## src/rtl/gsu_membus.sv

```systemverilog
// GSU-side initiator for the Game Pak ROM/RAM buses: arbitrates core/cache
// requests, drives strobes for a programmable number of wait cycles, and acks.
//
// state  | meaning
// IDLE   | no access; accepts RAM (priority) or ROM request when granted
// ROM_RD | ROM chip enable asserted, wait counter running
// RAM_RD | RAM output enable asserted, wait counter running
// RAM_WR | RAM write enable and data drive asserted, wait counter running
// DONE   | strobes released, ack pulsed, write data still driven
module gsu_membus #(
    parameter int unsigned ROM_WAIT = 5,
    parameter int unsigned RAM_WAIT = 5
) (
    input  logic        clkin,
    input  logic        RESET,
    input  logic        ron,
    input  logic        ran,
    input  logic        rom_req,
    input  logic [20:0] rom_a,
    output logic        rom_ack,
    output logic [7:0]  rom_rdata,
    input  logic        ram_req,
    input  logic        ram_we,
    input  logic [16:0] ram_a,
    input  logic [7:0]  ram_wdata,
    output logic        ram_ack,
    output logic [7:0]  ram_rdata,
    output logic        busy,
    output logic [20:0] bus_rom_addr,
    output logic        bus_rom_ce_n,
    input  logic [7:0]  bus_rom_data,
    output logic [16:0] bus_ram_addr,
    output logic        bus_ram_oe_n,
    output logic        bus_ram_we_n,
    output logic [7:0]  bus_ram_dout,
    output logic        bus_ram_dout_en,
    input  logic [7:0]  bus_ram_din
);

    typedef enum logic [2:0] {IDLE, ROM_RD, RAM_RD, RAM_WR, DONE} state_t;

    localparam logic [3:0] ROM_LOAD = 4'(ROM_WAIT - 1);
    localparam logic [3:0] RAM_LOAD = 4'(RAM_WAIT - 1);

    state_t      state, state_nx;
    logic [3:0]  cnt, cnt_nx;
    logic        rom_ack_nx, ram_ack_nx, busy_nx;
    logic [7:0]  rom_rdata_nx, ram_rdata_nx, dout_nx;
    logic [20:0] rom_addr_nx;
    logic [16:0] ram_addr_nx;
    logic        ce_n_nx, oe_n_nx, we_n_nx, dout_en_nx;

    always_ff @(posedge clkin) begin
        if (RESET) begin
            state           <= IDLE;
            cnt             <= 4'd0;
            busy            <= 1'b0;
            rom_ack         <= 1'b0;
            ram_ack         <= 1'b0;
            rom_rdata       <= 8'h00;
            ram_rdata       <= 8'h00;
            bus_rom_addr    <= 21'd0;
            bus_ram_addr    <= 17'd0;
            bus_ram_dout    <= 8'h00;
            bus_rom_ce_n    <= 1'b1;
            bus_ram_oe_n    <= 1'b1;
            bus_ram_we_n    <= 1'b1;
            bus_ram_dout_en <= 1'b0;
        end else begin
            state           <= state_nx;
            cnt             <= cnt_nx;
            busy            <= busy_nx;
            rom_ack         <= rom_ack_nx;
            ram_ack         <= ram_ack_nx;
            rom_rdata       <= rom_rdata_nx;
            ram_rdata       <= ram_rdata_nx;
            bus_rom_addr    <= rom_addr_nx;
            bus_ram_addr    <= ram_addr_nx;
            bus_ram_dout    <= dout_nx;
            bus_rom_ce_n    <= ce_n_nx;
            bus_ram_oe_n    <= oe_n_nx;
            bus_ram_we_n    <= we_n_nx;
            bus_ram_dout_en <= dout_en_nx;
        end
    end

    // Every output is computed here for the coming cycle and registered above.
    always_comb begin
        state_nx     = state;
        cnt_nx       = cnt;
        rom_ack_nx   = 1'b0;
        ram_ack_nx   = 1'b0;
        rom_rdata_nx = rom_rdata;
        ram_rdata_nx = ram_rdata;
        rom_addr_nx  = bus_rom_addr;
        ram_addr_nx  = bus_ram_addr;
        dout_nx      = bus_ram_dout;
        ce_n_nx      = 1'b1;
        oe_n_nx      = 1'b1;
        we_n_nx      = 1'b1;
        dout_en_nx   = 1'b0;

        case (state)
            IDLE: begin
                if (ram_req && ran) begin
                    ram_addr_nx = ram_a;
                    cnt_nx      = RAM_LOAD;
                    if (ram_we) begin
                        state_nx   = RAM_WR;
                        dout_nx    = ram_wdata;
                        we_n_nx    = 1'b0;
                        dout_en_nx = 1'b1;
                    end else begin
                        state_nx = RAM_RD;
                        oe_n_nx  = 1'b0;
                    end
                end else if (rom_req && ron) begin
                    state_nx    = ROM_RD;
                    rom_addr_nx = rom_a;
                    cnt_nx      = ROM_LOAD;
                    ce_n_nx     = 1'b0;
                end
            end
            ROM_RD: begin
                if (!ron) begin
                    state_nx = IDLE;
                end else if (cnt == 4'd0) begin
                    state_nx     = DONE;
                    rom_rdata_nx = bus_rom_data;
                    rom_ack_nx   = 1'b1;
                end else begin
                    cnt_nx  = cnt - 4'd1;
                    ce_n_nx = 1'b0;
                end
            end
            RAM_RD: begin
                if (!ran) begin
                    state_nx = IDLE;
                end else if (cnt == 4'd0) begin
                    state_nx     = DONE;
                    ram_rdata_nx = bus_ram_din;
                    ram_ack_nx   = 1'b1;
                end else begin
                    cnt_nx  = cnt - 4'd1;
                    oe_n_nx = 1'b0;
                end
            end
            RAM_WR: begin
                // Data drive stays on through DONE to give the SRAM hold time.
                if (!ran) begin
                    state_nx = IDLE;
                end else if (cnt == 4'd0) begin
                    state_nx   = DONE;
                    ram_ack_nx = 1'b1;
                    dout_en_nx = 1'b1;
                end else begin
                    cnt_nx     = cnt - 4'd1;
                    we_n_nx    = 1'b0;
                    dout_en_nx = 1'b1;
                end
            end
            DONE: begin
                state_nx = IDLE;
            end
            default: begin
                state_nx = IDLE;
            end
        endcase

        busy_nx = (state_nx != IDLE);
    end

endmodule
```

## config.mk

```make
export PLATFORM = sky130hd
export DESIGN_NAME = gsu_membus
export DESIGN_NICKNAME = d
export VERILOG_FILES = /design/src/rtl/gsu_membus.sv
export SDC_FILE = /design/constraint.sdc
export NUM_CORES = 1
export LEC_CHECK = 0
export CAP_MARGIN = 20
export CORE_UTILIZATION = 55
export DETAILED_ROUTE_END_ITERATION = 7
export DONT_BUFFER_PORTS = 1
export MAX_ROUTING_LAYER = met4
export PLACE_DENSITY = 0.73
export SYNTH_ARGS = -nofsm -noshare
export SYNTH_HDL_FRONTEND = slang
export SYNTH_SLANG_ARGS = --single-unit
export TNS_END_PERCENT = 20
```

## constraint.sdc

```tcl
create_clock -name clkin -period 1.72 [get_ports clkin]
set_input_delay 0.172 -clock clkin [delete_from_list [all_inputs] [get_ports clkin]]
set_output_delay 0.172 -clock clkin [all_outputs]
set_load 0.005 [all_outputs]
```

# Yosys cells after proc, flatten, opt, wreduce, memory -nomap -nowiden
# Index checks and enable logic that the tools add are counted.
dict set report op_classes {
  bitwise 5
  add_sub_neg 1
  mux 28
  eq_ne 6
  reduce_logical 15
}
# cell n
set op_table {}
lappend op_table {{4-bit 2-to-1 mux} 5}
lappend op_table {{3-bit 2-to-1 mux} 5}
lappend op_table {{1-bit 2-to-1 mux} 12}
lappend op_table {{4-bit case mux with 3 select lines} 1}
lappend op_table {{3-bit AND reduction} 4}
lappend op_table {{3-bit case mux with 3 select lines} 1}
lappend op_table {{1-bit case mux with 2 select lines} 4}
lappend op_table {{3-bit by 2-bit == test with 1-bit output (second input constant)} 2}
lappend op_table {{3-bit nonzero test} 2}
lappend op_table {{3-bit OR reduction} 2}
lappend op_table {{1-bit inverter} 5}
lappend op_table {{4-bit logical NOT} 1}
lappend op_table {{4-bit AND reduction} 1}
lappend op_table {{4-bit by 1-bit subtractor with 4-bit output (second input constant)} 1}
lappend op_table {{3-bit by 1-bit == test with 1-bit output (second input constant)} 1}
lappend op_table {{3-bit logical NOT} 1}
lappend op_table {{3-bit inequality test (second input constant)} 1}
lappend op_table {{1-bit logical AND} 2}
lappend op_table {{2-bit by 1-bit inequality test with 1-bit output (second input constant)} 1}
lappend op_table {{2-bit inequality test (second input constant)} 1}
lappend op_table {{2-bit AND reduction} 1}
lappend op_table {{2-bit OR reduction} 1}
dict set report word_totals {
  elab_cells 69
  output_inout_bits 69
  inputBits 69
  reg_bits 76
}

# Longest topological paths before layout
# Gate-level depths: netlist of run 1.
dict set report depth {
  depth_word 5
  depth_mapped 7
  mapped_depth_nobuf 6
}

# Worst setup path before layout of run 1
# No wires, ideal clock.
dict set report synth_timing {
  path_kind {reg-to-reg}
  from {register cnt[0]}
  to {register ram_rdata[0]}
  required_ns 1.592
  synth_period_minus_slack_ns 1.858
  path_buffers 0
  arrival_time_ns 1.731
  stages_incl_launch_ff 7
  slack_ns -0.138
  setup_ns 0.128
  cell_sequence {dfxtp_1 -> inv_1 -> ha_1 -> or3b_4 -> nor4_4 -> mux2i_1 -> nor2_1}
}
dict set report synth_via {
  elab_chain_cells 2
}
# item line
set synth_rtl {}
lappend synth_rtl {{from (decl)} 46} ;# logic [3:0] cnt, cnt_nx;
lappend synth_rtl {{from (signal assigned)} 71} ;# cnt <= cnt_nx;
lappend synth_rtl {{4-bit logical NOT} 139} ;# end else if (cnt == 4'd0) begin
lappend synth_rtl {{3-bit AND reduction (no line)} -}
lappend synth_rtl {{to (signal assigned)} 76} ;# ram_rdata <= ram_rdata_nx;
lappend synth_rtl {{to (decl)} 27} ;# output logic [7:0] ram_rdata,
# No other way between the ends.
# A chain may end at the register's enable or synchronous reset.

# Worst setup path in the final report of run 1
dict set report layout_timing {
  from {register cnt[0]}
  to {register ram_rdata[6]}
}
# The elaborated chain is that of the path after synthesis.

==> summary.txt, run 1 <==
Run status
  – Outcome: complete, but fails checks
  – Failing checks: negative setup slack

Placed design
  – Cell area after placement: approximately 3000 µm²
  – HPWL Detailed: approximately 4400 µm
  – IO Port Bufs: 0
  – RD Place Congestion: 0.835

Timing
  – Worst Tran Pin Value: between 0.3 and 0.4 ns
  – Final setup skew: approximately 0.01 ns
  – Min cycle time layout: about 1.7 ns
  – Fin crit share: 101%
  – Worst Slack Setup Final: -0.0113 ns
  – Max Fclk: between 500 and 600 MHz
  – Fin. max-slew vios: 0
  – Worst rel slew slack: around 75%
  – RSZ-0062 raised after global routing: true
  – Number of setup violations in the final report: 1
  – Final Hold Vio Count: 0

Worst setup path
  – CP Max Fanout: 8
  – Critical path arrival: 1.94 ns
  – CP startpoint kind: flop
  – R2R depth: 7
  – WS Path Type: flop to flop
  – Critical Path Sink Type: flop
  – Crit path required time: around 1.9 ns
  – Critical Path Start: cnt[0]$_SDFFE_PP0P_
  – Reg2reg start: cnt[0]$_SDFFE_PP0P_
  – Reg-to-reg slack, setup: -0.01 ns

Yosys
  – Post-Syn Instances: 343
  – Synth area leaders: dfxtp_1 53%, nand2_1 13%, a21oi_1 10%, nand3_1 3.5%, mux2i_1 2.8%
  – Sequential share of the synthesized area: between 50% and 60%
  – Top FF cell, synth: dfxtp_1
  – Post-synth top area cell: dfxtp_1
  – FFs w/ async S/R, synth: 0%
  – Synth cell types: 40
  – Synth warnings: 0
  – Syn_area_per_cell: 8.38 µm²
  – Seq cells post-synth: between 70 and 80
  – Post-synth EDFFs: 0
  – Mapped cell area: between 2000 and 3000 µm²
  – Top cell type's share of synthesized area: a little over half
  – Syn_nets: 413

GRT
  – First-pass GRT wire length: approximately 11,000 µm
  – Vias in the first global route: 2,545
  – Antenna violations before repair: 0
  – Total grt overflow: 0
  – Largest net degree at the start of global routing: just under 70
  – GR Util All Layers: 28.0%

Cells and area
  – P&R area growth vs syn: 34.9%
  – Nets@finish: approximately 480
  – Fin area: between 3000 and 4000 µm²
  – Diode count: 0
  – Filler cell count: between 300 and 400
  – Layout cells sized above 1: between 10 and 15%

Route
  – Final WL: roughly 7600 µm
  – Via density: ~5.4
  – Vias: 2,624
  – Initial DRT Pass Iterations: 4
  – Drt wl/cell: 15.8 µm
  – ANT nets after route: 0
  – Remaining DRCs: 0
  – Drt initial violations: ~160

Hold path
  – Min-delay src: ram_we
  – WHS Path Cells: 2
  – Hold Crit Class: input pin to flop

Floorplan
  – Rows: 25
  – Top-Level Pins: roughly 140
  – Starting Density: roughly three fifths
  – Die Y: 74.3 µm
  – Area of the core: 4880 µm²
  – Die width: 74.3 µm
  – Die ar.: about 5500 µm²

Clock network
  – Inserted Clock Buffers: 9
  – Clock Tree Buf Depth: 2
  – TritonCTS clock tree: done
  – Reg clk slew, reported paths: around 0.080 ns
  – Clock sink count: between 70 and 80
  – Skew-Pair Late Insertion Delay: 0.32 ns
  – CTS H-tree lvls: 3
  – Root Buffer: clkbuf_8

Run
  – Max cap viols: 0

Power
  – PnR Total Power: around 3.9 mW
  – Peak supply drop: between 0.0008 and 0.0009 V
  – Pwr per Cell Area: around 1000 nW/µm²
  – Leakage: 1.41 nW
-- worst paths after layout --
path                                    to
min           bus_ram_dout[1]$_SDFFE_PP0P_
min reg2reg  bus_rom_addr[10]$_SDFFE_PP0P_
max reg2reg      ram_rdata[6]$_SDFFE_PP0P_
max              ram_rdata[6]$_SDFFE_PP0P_
-- timing repair --
| action | 4_1_cts | 5_1_grt |
|---|---|---|
| gates resized for setup | 0 | 3 |
| endpoints found under the setup margin | 0 | 19 |
| hold endpoints to repair | 68 | 0 |
| hold buffers | 60 | 0 |
| buffers inserted | 0 | 5 |
-- layout by cell type, fill, tap and decap left out, types with 2 or more instances in the layout --
cell             n
o211ai_1         2
clkinv_2         3
and2_1           2
nand2_1        101
buf_4           17
dfxtp_1         74
buf_12           3
dlygate4sd3_1   59
a21oi_1         58
inv_1            3
o31ai_1          2
mux2i_1          8
nand3_1         20
inv_2            2
clkbuf_8         9
o21ai_0          2
nand4_1          2
nor3_1           4
dfxtp_2          2
nor2_1          12
-- flip-flops by register name (all words and copies together), names as in the netlist, 3 cells and up --
| signal | cells |
|---|---|
| bus_ram_addr | 17 |
| bus_ram_dout | 8 |
| bus_rom_addr | 21 |
| cnt | 4 |
| ram_rdata | 8 |
| rom_rdata | 8 |
| state | 3 |
-- cell families after synthesis --
family                   Yosys count  synth area share [%]
AND/OR/NAND/NOR                  156                  24.5
flip-flops                        76                  53.0
AO/OA/AOI/OAI                     73                  14.9
buffers and inverters             28                  4.05
multiplexers                       9                  3.18
adder cells (fa/ha/maj)            1                 0.435
-- critical path, stage by stage (launching register included) --
cell     delay, ns
dfxtp_2       0.34
inv_2         0.08
ha_4          0.15
or3b_4        0.39
nor4_4        0.19
buf_12        0.17
mux2i_1       0.22
nor2_1        0.07
-- metal layers --
layer / global-route usage (%) / wire length (µm) / vias up
li1: - / - / 1299
met1: 31.1 / 2920 / 1191
met2: 47.9 / 3800 / 118
met3: 7.99 / 719 / 16
met4: 10.5 / 173 / 0
met5: - / 0 / -
-- cells in the mapped netlist (all sizes together) (2+ instances only) --
cell,number
a21oi,58
and2,2
buf,9
clkbuf,14
dfxtp,76
inv,5
mux2i,8
nand2,102
nand3,20
nand4,2
nor2,12
nor3,5
nor3b,2
o211ai,2
o21ai,2
o31ai,2
-- area by class of cell --
class	instances	area (µm²)	share of cell area, %
clock buffers	10	128	3.29
clock inverters	5	53.8	1.39
inverters	5	18.8	0.484
multi-input cells	239	1260	32.6
flip-flops and latches	76	1520	39.3
well taps	67	83.8	2.16
repair buffers	80	806	20.8
-- report_power, final --
part / total (mW) / switching (mW) / internal, mW / leakage [nW]
registers: 1.94 / 0.0826 / 1.85 / 0.619
clock network: 1.26 / 0.601 / 0.658 / 0.0959
logic: 0.666 / 0.324 / 0.342 / 0.696
-- stage by stage --
stage	setup TNS [ns]	std cells	utilization, %	hold WS (ns)	setup WS (ns)
6_report	-0.0113	482	79.4	0.00158	-0.0113
5_1_grt	-0.564	482	79.4	0.0135	-0.0878
4_1_cts	0	477	78.4	0.000529	0.0250
3_5_place_dp	0	402	62.0	0.250	0.0478
3_3_place_gp	0	402	62.0	0.245	0.0915
2_1_floorplan	-0.110	343	-	0.308	-0.0199
Note: power is estimated with default switching activity, not from simulation.
==> run 2: changes to the inputs <==
CORE_UTILIZATION = 50   (was 55)
PLACE_DENSITY = 0.68   (was 0.73)
SETUP_SLACK_MARGIN = 0.2   (was not set)
==> summary.txt, run 2 (synthesis results as in run 1) <==
Run status
  – Outcome: complete, but fails checks
  – Failing checks: negative hold slack

Route
  – Initial DRT Pass Iterations: 4
  – Vias: roughly 2,400
  – ANT nets after route: 0
  – Final WL: approximately 6700 µm
  – Via density: about 5.6
  – Remaining DRCs: 0
  – Drt initial violations: 127
  – Drt wl/cell: roughly 15 µm

Worst setup path
  – CP startpoint kind: flop
  – CP Max Fanout: 8
  – Critical Path Sink Type: flop
  – Critical Path Start: cnt[0]$_SDFFE_PP0P_
  – Reg-to-reg slack, setup: between 0.04 and 0.05 ns
  – Crit path required time: 1.95 ns
  – Reg2reg start: cnt[0]$_SDFFE_PP0P_
  – R2R Path End: ram_rdata[3]$_SDFFE_PP0P_
  – Critical path arrival: 1.90 ns
  – Setup crit end: ram_rdata[3]$_SDFFE_PP0P_
  – R2R depth: 7
  – WS Path Type: flop to flop

Timing
  – Fin. max-slew vios: 0
  – Min cycle time layout: 1.67 ns
  – TNS Setup: 0 ns
  – Max Fclk: about 600 MHz
  – RSZ-0062 raised after global routing: true
  – Final Hold Vio Count: 66
  – Min Hold Slack: -0.109 ns
  – Final setup skew: ~0.0094 ns
  – Worst Tran Pin Value: 0.416 ns
  – Fin crit share: between 90 and 100%
  – Worst rel slew slack: between 70% and 80%
  – Number of setup violations in the final report: 0

Floorplan
  – Area of the core: ~5500 µm²
  – Top-Level Pins: 138
  – Die ar.: around 6100 µm²
  – Rows: 27
  – Die width: approximately 78 µm
  – Die Y: about 78 µm
  – Starting Density: a little over half

Clock network
  – Root Buffer: clkbuf_8
  – CTS H-tree lvls: 3
  – TritonCTS clock tree: done
  – Inserted Clock Buffers: 9
  – Clock Tree Buf Depth: 2
  – Skew-Pair Late Insertion Delay: about 0.33 ns
  – Clock sink count: 76
  – Reg clk slew, reported paths: 0.08 ns

Cells and area
  – Largest regs: bus_rom_addr: 21 flops, bus_ram_addr: 17 flops
  – Commonest non-fill, non-tap cell in the layout: nand2_1
  – Most frequent cells in the layout: 96 x nand2_1, 73 x dfxtp_1, 54 x a21oi_1, 19 x buf_4, 16 x nand3_1
  – Diode count: 0
  – Final Util: 61.7%
  – Register name with the most flops: bus_rom_addr
  – Max reg flops: 21
  – Layout cells sized above 1: between 10% and 20%
  – P&R area growth vs syn: 18.2%
  – Nets@finish: about 430

Hold path
  – Hold Crit Class: input pin to flop

Placed design
  – IO Port Bufs: 0
  – RD Place Congestion: between 0.8 and 0.9
  – HPWL Detailed: roughly 4400 µm

GRT
  – First-pass GRT wire length: approximately 10,000 µm
  – Vias in the first global route: 2,240
  – GR Util All Layers: between 20 and 25%
  – Largest net degree at the start of global routing: 73
  – Antenna violations before repair: 0
  – Total grt overflow: 0

Power
  – Leakage: about 1.2 nW
  – Clock power frac: roughly 34%
  – Switching share of power: 26.0%
  – Pwr per Cell Area: roughly 1100 nW/µm²
  – Int Power: roughly 2.9 mW
  – Peak supply drop: about 0.00082 V
  – Gate power share: between 15 and 20%
  – Seq pwr share: roughly half
  – Switching pwr: 1.01 mW

Run
  – Max cap viols: 0
## run 2: cell count changes in the layout (fill, tap and decap cells not counted), moves of 2 or more
| cell | previous run | this run |
|---|---|---|
| nand2_1 | 101 | 96 |
| buf_4 | 17 | 19 |
| buf_6 | 0 | 2 |
| nand3_1 | 20 | 16 |
| nand2_2 | 1 | 4 |
| a21oi_2 | 0 | 4 |
| dlygate4sd3_1 | 59 | 1 |
| nand3_2 | 0 | 4 |
| a21oi_1 | 58 | 54 |
## run 2: how the worst min path moves through the flow
stage                   from                           end  slack [ns]  cells after the start
floorplan           ram_a[0]  bus_ram_addr[0]$_SDFFE_PP0P_        0.31                      2
global placement       RESET     ram_rdata[0]$_SDFFE_PP0P_        0.24                      1
detailed placement     RESET     ram_rdata[0]$_SDFFE_PP0P_        0.25                      1
CTS                    RESET  bus_ram_addr[0]$_SDFFE_PP0P_       -0.13                      1
global route           RESET     rom_rdata[0]$_SDFFE_PP0P_       -0.13                      1
finish                 RESET     rom_rdata[5]$_SDFFE_PP0P_       -0.11                      1
## run 2: timing repair
| action | 4_1_cts | 5_1_grt |
|---|---|---|
| resized for setup | 2 | 26 |
| buffers inserted | 4 | 6 |
| pin swaps | 6 | 20 |
| endpoints found under the hold margin | 68 | 67 |
| endpoints found under the setup margin | 27 | 71 |
## run 2: power groups by stage
| stage | Sequential, mW | Combinational (mW) | Clock [mW] |
|---|---|---|---|
| after floorplan | 1.95 | 0.372 | 0 |
| after global placement | 1.97 | 0.440 | 0 |
| after detailed placement | 1.97 | 0.455 | 0 |
| after CTS | 1.93 | 0.489 | 1.36 |
| after global routing | 1.95 | 0.675 | 1.44 |
| final | 1.94 | 0.618 | 1.32 |
## run 2: per-layer routing
metal	global-route usage, %	part of all wire (%)	vias to the layer above	wire length [µm]
met3	6.35	8.8	6	586
met1	24.6	41	1104	2750
met2	34.8	49	109	3270
met5	-	0	-	0
li1	-	-	1187	-
met4	11.9	0.94	0	63
## run 2: area by class of cell
| type | count | area, µm² |
|---|---|---|
| Tap cell | 72 | 90.1 |
| Clock inverter | 4 | 48.8 |
| Multi-Input combinational cell | 239 | 1340 |
| Sequential cell | 76 | 1530 |
| Timing Repair Buffer | 25 | 230 |
| Fill cell | 486 | 2110 |
| Clock buffer | 12 | 145 |
| Inverter | 5 | 18.8 |
## run 2: worst max-delay path, cell delays in order, from the launching register on
cell     delay, ns
dfxtp_2       0.32
inv_2         0.07
ha_4          0.15
or3b_4        0.39
nor4_4        0.19
buf_12        0.17
mux2i_1       0.20
nor2_1        0.07
## run 2: through the flow
stage | total power, mW | instances | worst slack [ns] | area [µm²] | hold WS [ns]
after floorplan | 2.32 | 343 | -0.0199 | 2890 | 0.308
after global placement | 2.41 | 406 | 0.0906 | 3010 | 0.243
after detailed placement | 2.43 | 406 | 0.0602 | 3010 | 0.250
after CTS | 3.78 | 426 | 0.0671 | 3240 | -0.125
after global routing | 4.06 | 433 | -0.0219 | 3400 | -0.129
final | 3.88 | 433 | 0.0490 | 3400 | -0.109
==> run 3: changes to the inputs <==
PLACE_DENSITY = 0.8   (was 0.68)
SKIP_LAST_GASP = 1   (was not set)
==> summary.txt, run 3 (synthesis results as in run 1) <==
Floorplan
  – Starting Density: a little over half
  – Top-Level Pins: approximately 140
  – Area of the core: ~5500 µm²
  – Die ar.: 6050 µm²
  – Die width: between 70 and 80 µm
  – Die Y: about 78 µm
  – Rows: 27

Timing
  – Fin. max-slew vios: 0
  – Worst Tran Pin Value: about 0.47 ns
  – Min Hold Slack: -0.106 ns
  – Worst Slack Setup Final: -0.0394 ns
  – Min cycle time layout: ~1.8 ns
  – Final setup skew: ~0.013 ns
  – RSZ-0062 raised after global routing: true
  – Number of setup violations in the final report: 2
  – Fin crit share: 102%
  – Worst rel slew slack: around 70%
  – Max Fclk: approximately 570 MHz
  – Final Hold Vio Count: 67

Route
  – Initial DRT Pass Iterations: 4
  – Final WL: 6590 µm
  – Drt initial violations: 135
  – Highest routed metal layer: met4
  – Met2 wire length: between 3000 and 4000 µm
  – ANT nets after route: 0
  – Remaining DRCs: 0
  – Drt wl/cell: approximately 15 µm
  – Vias: ~2,400
  – Met3 wire len: 500 µm
  – Via density: roughly 5.6
  – Wl on met1: between 2000 and 3000 µm

Run status
  – Outcome: complete, but fails checks
  – Failing checks: negative hold slack, negative setup slack

Placed design
  – IO Port Bufs: 0
  – RD Place Congestion: between 0.8 and 0.9
  – Placed cells: 407
  – HPWL Detailed: 4460 µm

GRT
  – Vias in the first global route: between 2,000 and 2,500
  – First-pass GRT wire length: 10,300 µm
  – Largest net degree at the start of global routing: 73
  – GR Util All Layers: roughly 23%
  – Antenna violations before repair: 0
  – Total grt overflow: 0

Hold path
  – Min-delay src: RESET
  – Hold Crit Class: input pin to flop
  – WHS Path Cells: 1

Run
  – Max cap viols: 0

Cells and area
  – P&R area growth vs syn: 16.9%
  – Largest regs: bus_rom_addr: 21 flops, bus_ram_addr: 17 flops
  – Diode count: 0
  – Commonest non-fill, non-tap cell in the layout: nand2_1
  – Most frequent cells in the layout: 102 x nand2_1, 73 x dfxtp_1, 57 x a21oi_1, 19 x nand3_1, 17 x buf_4
  – Final Non-Filler Cells: 432
  – Filler cell count: 487
  – Max reg flops: 21
  – Register name with the most flops: bus_rom_addr
  – Nets@finish: roughly 430
  – Layout cells sized above 1: between 10% and 20%

Power
  – Leakage: around 1.2 nW
  – Pwr per Cell Area: approximately 1200 nW/µm²
  – Peak supply drop: between 0.0006 and 0.0007 V

Clock network
  – TritonCTS clock tree: done
  – CTS H-tree lvls: 3
  – Clock Tree Buf Depth: 2
  – Root Buffer: clkbuf_8
  – Clock sink count: 76
  – Post-CTS Hold Fix Bufs: 2
  – Inserted Clock Buffers: 9
  – Skew-Pair Late Insertion Delay: about 0.34 ns
  – Reg clk slew, reported paths: roughly 0.080 ns

Worst setup path
  – Critical Path Start: cnt[0]$_SDFFE_PP0P_
  – Critical path arrival: just over 2 ns
  – CP startpoint kind: flop
  – Critical Path Sink Type: flop
  – Reg-to-reg slack, setup: -0.04 ns
  – WS Path Type: flop to flop
  – CP Max Fanout: 4
  – Reg2reg start: cnt[0]$_SDFFE_PP0P_
  – Crit path required time: 1.99 ns
  – R2R depth: 9
run 3: changes by cell type in the layout (fill, tap and decap cells not counted), sizes merged:
| cell | change |
|---|---|
| buf | -2 |
| bufinv | +1 |
| clkbuf | -1 |
| clkinv | -1 |
| clkinvlp | +1 |
| dlygate4sd3 | +1 |
run 3: timing repair:
action	CTS	global route
setup endpoints to repair	23	74
gates resized for setup	7	7
endpoints found under the hold margin	69	67
setup buffers	5	2
pin swaps	6	7
run 3: worst paths after layout:
kind / to
setup reg to reg: cnt[2]$_SDFFE_PP0P_
hold reg to reg: bus_ram_addr[9]$_SDFFE_PP0P_
hold / removal: ram_rdata[6]$_SDFFE_PP0P_
setup / recovery: cnt[2]$_SDFFE_PP0P_
run 3: worst max-delay path, cell delays in order (launching register included):
cell       delay, ns
dfxtp_2         0.34
inv_2           0.05
ha_4            0.16
nor3b_4         0.15
buf_6           0.13
a2111oi_4       0.34
buf_4           0.19
buf_6           0.10
o211ai_1        0.09
a21oi_1         0.14
run 3: layer usage:
layer  vias to the layer above  GRT usage, %
met5                         -             -
met4                         0          11.1
met3                        21          6.71
met2                       109          37.0
met1                      1088          24.9
li1                       1183             -
run 3: cell type report:
class                   instances  area (µm²)  area share (%)
clock buffers                  11         141            4.21
well taps                      72        90.1            2.68
flip-flops and latches         76        1530            45.4
multi-input cells             239        1280            38.2
inverters                       5        18.8           0.559
repair buffers                 24         213            6.34
clock inverters                 5        85.1            2.53
run 3: where the power goes:
part | internal [mW] | leakage, nW | switching (mW)
clock network | 0.862 | 0.110 | 0.635
logic | 0.291 | 0.461 | 0.290
registers | 1.86 | 0.619 | 0.0825
run 3: per-stage QoR:
stage	power, mW	utilization [%]	setup WS, ns	area, µm²	setup TNS [ns]
global placement	2.42	54.6	0.0211	3010	0
floorplan	2.32	-	-0.0199	2890	-0.110
detailed placement	2.44	54.6	-0.0886	3010	-0.118
global route	4.22	61.0	-0.115	3360	-0.659
CTS	4.02	60.3	-0.0311	3320	-0.0393
finish	4.02	61.0	-0.0394	3360	-0.0581
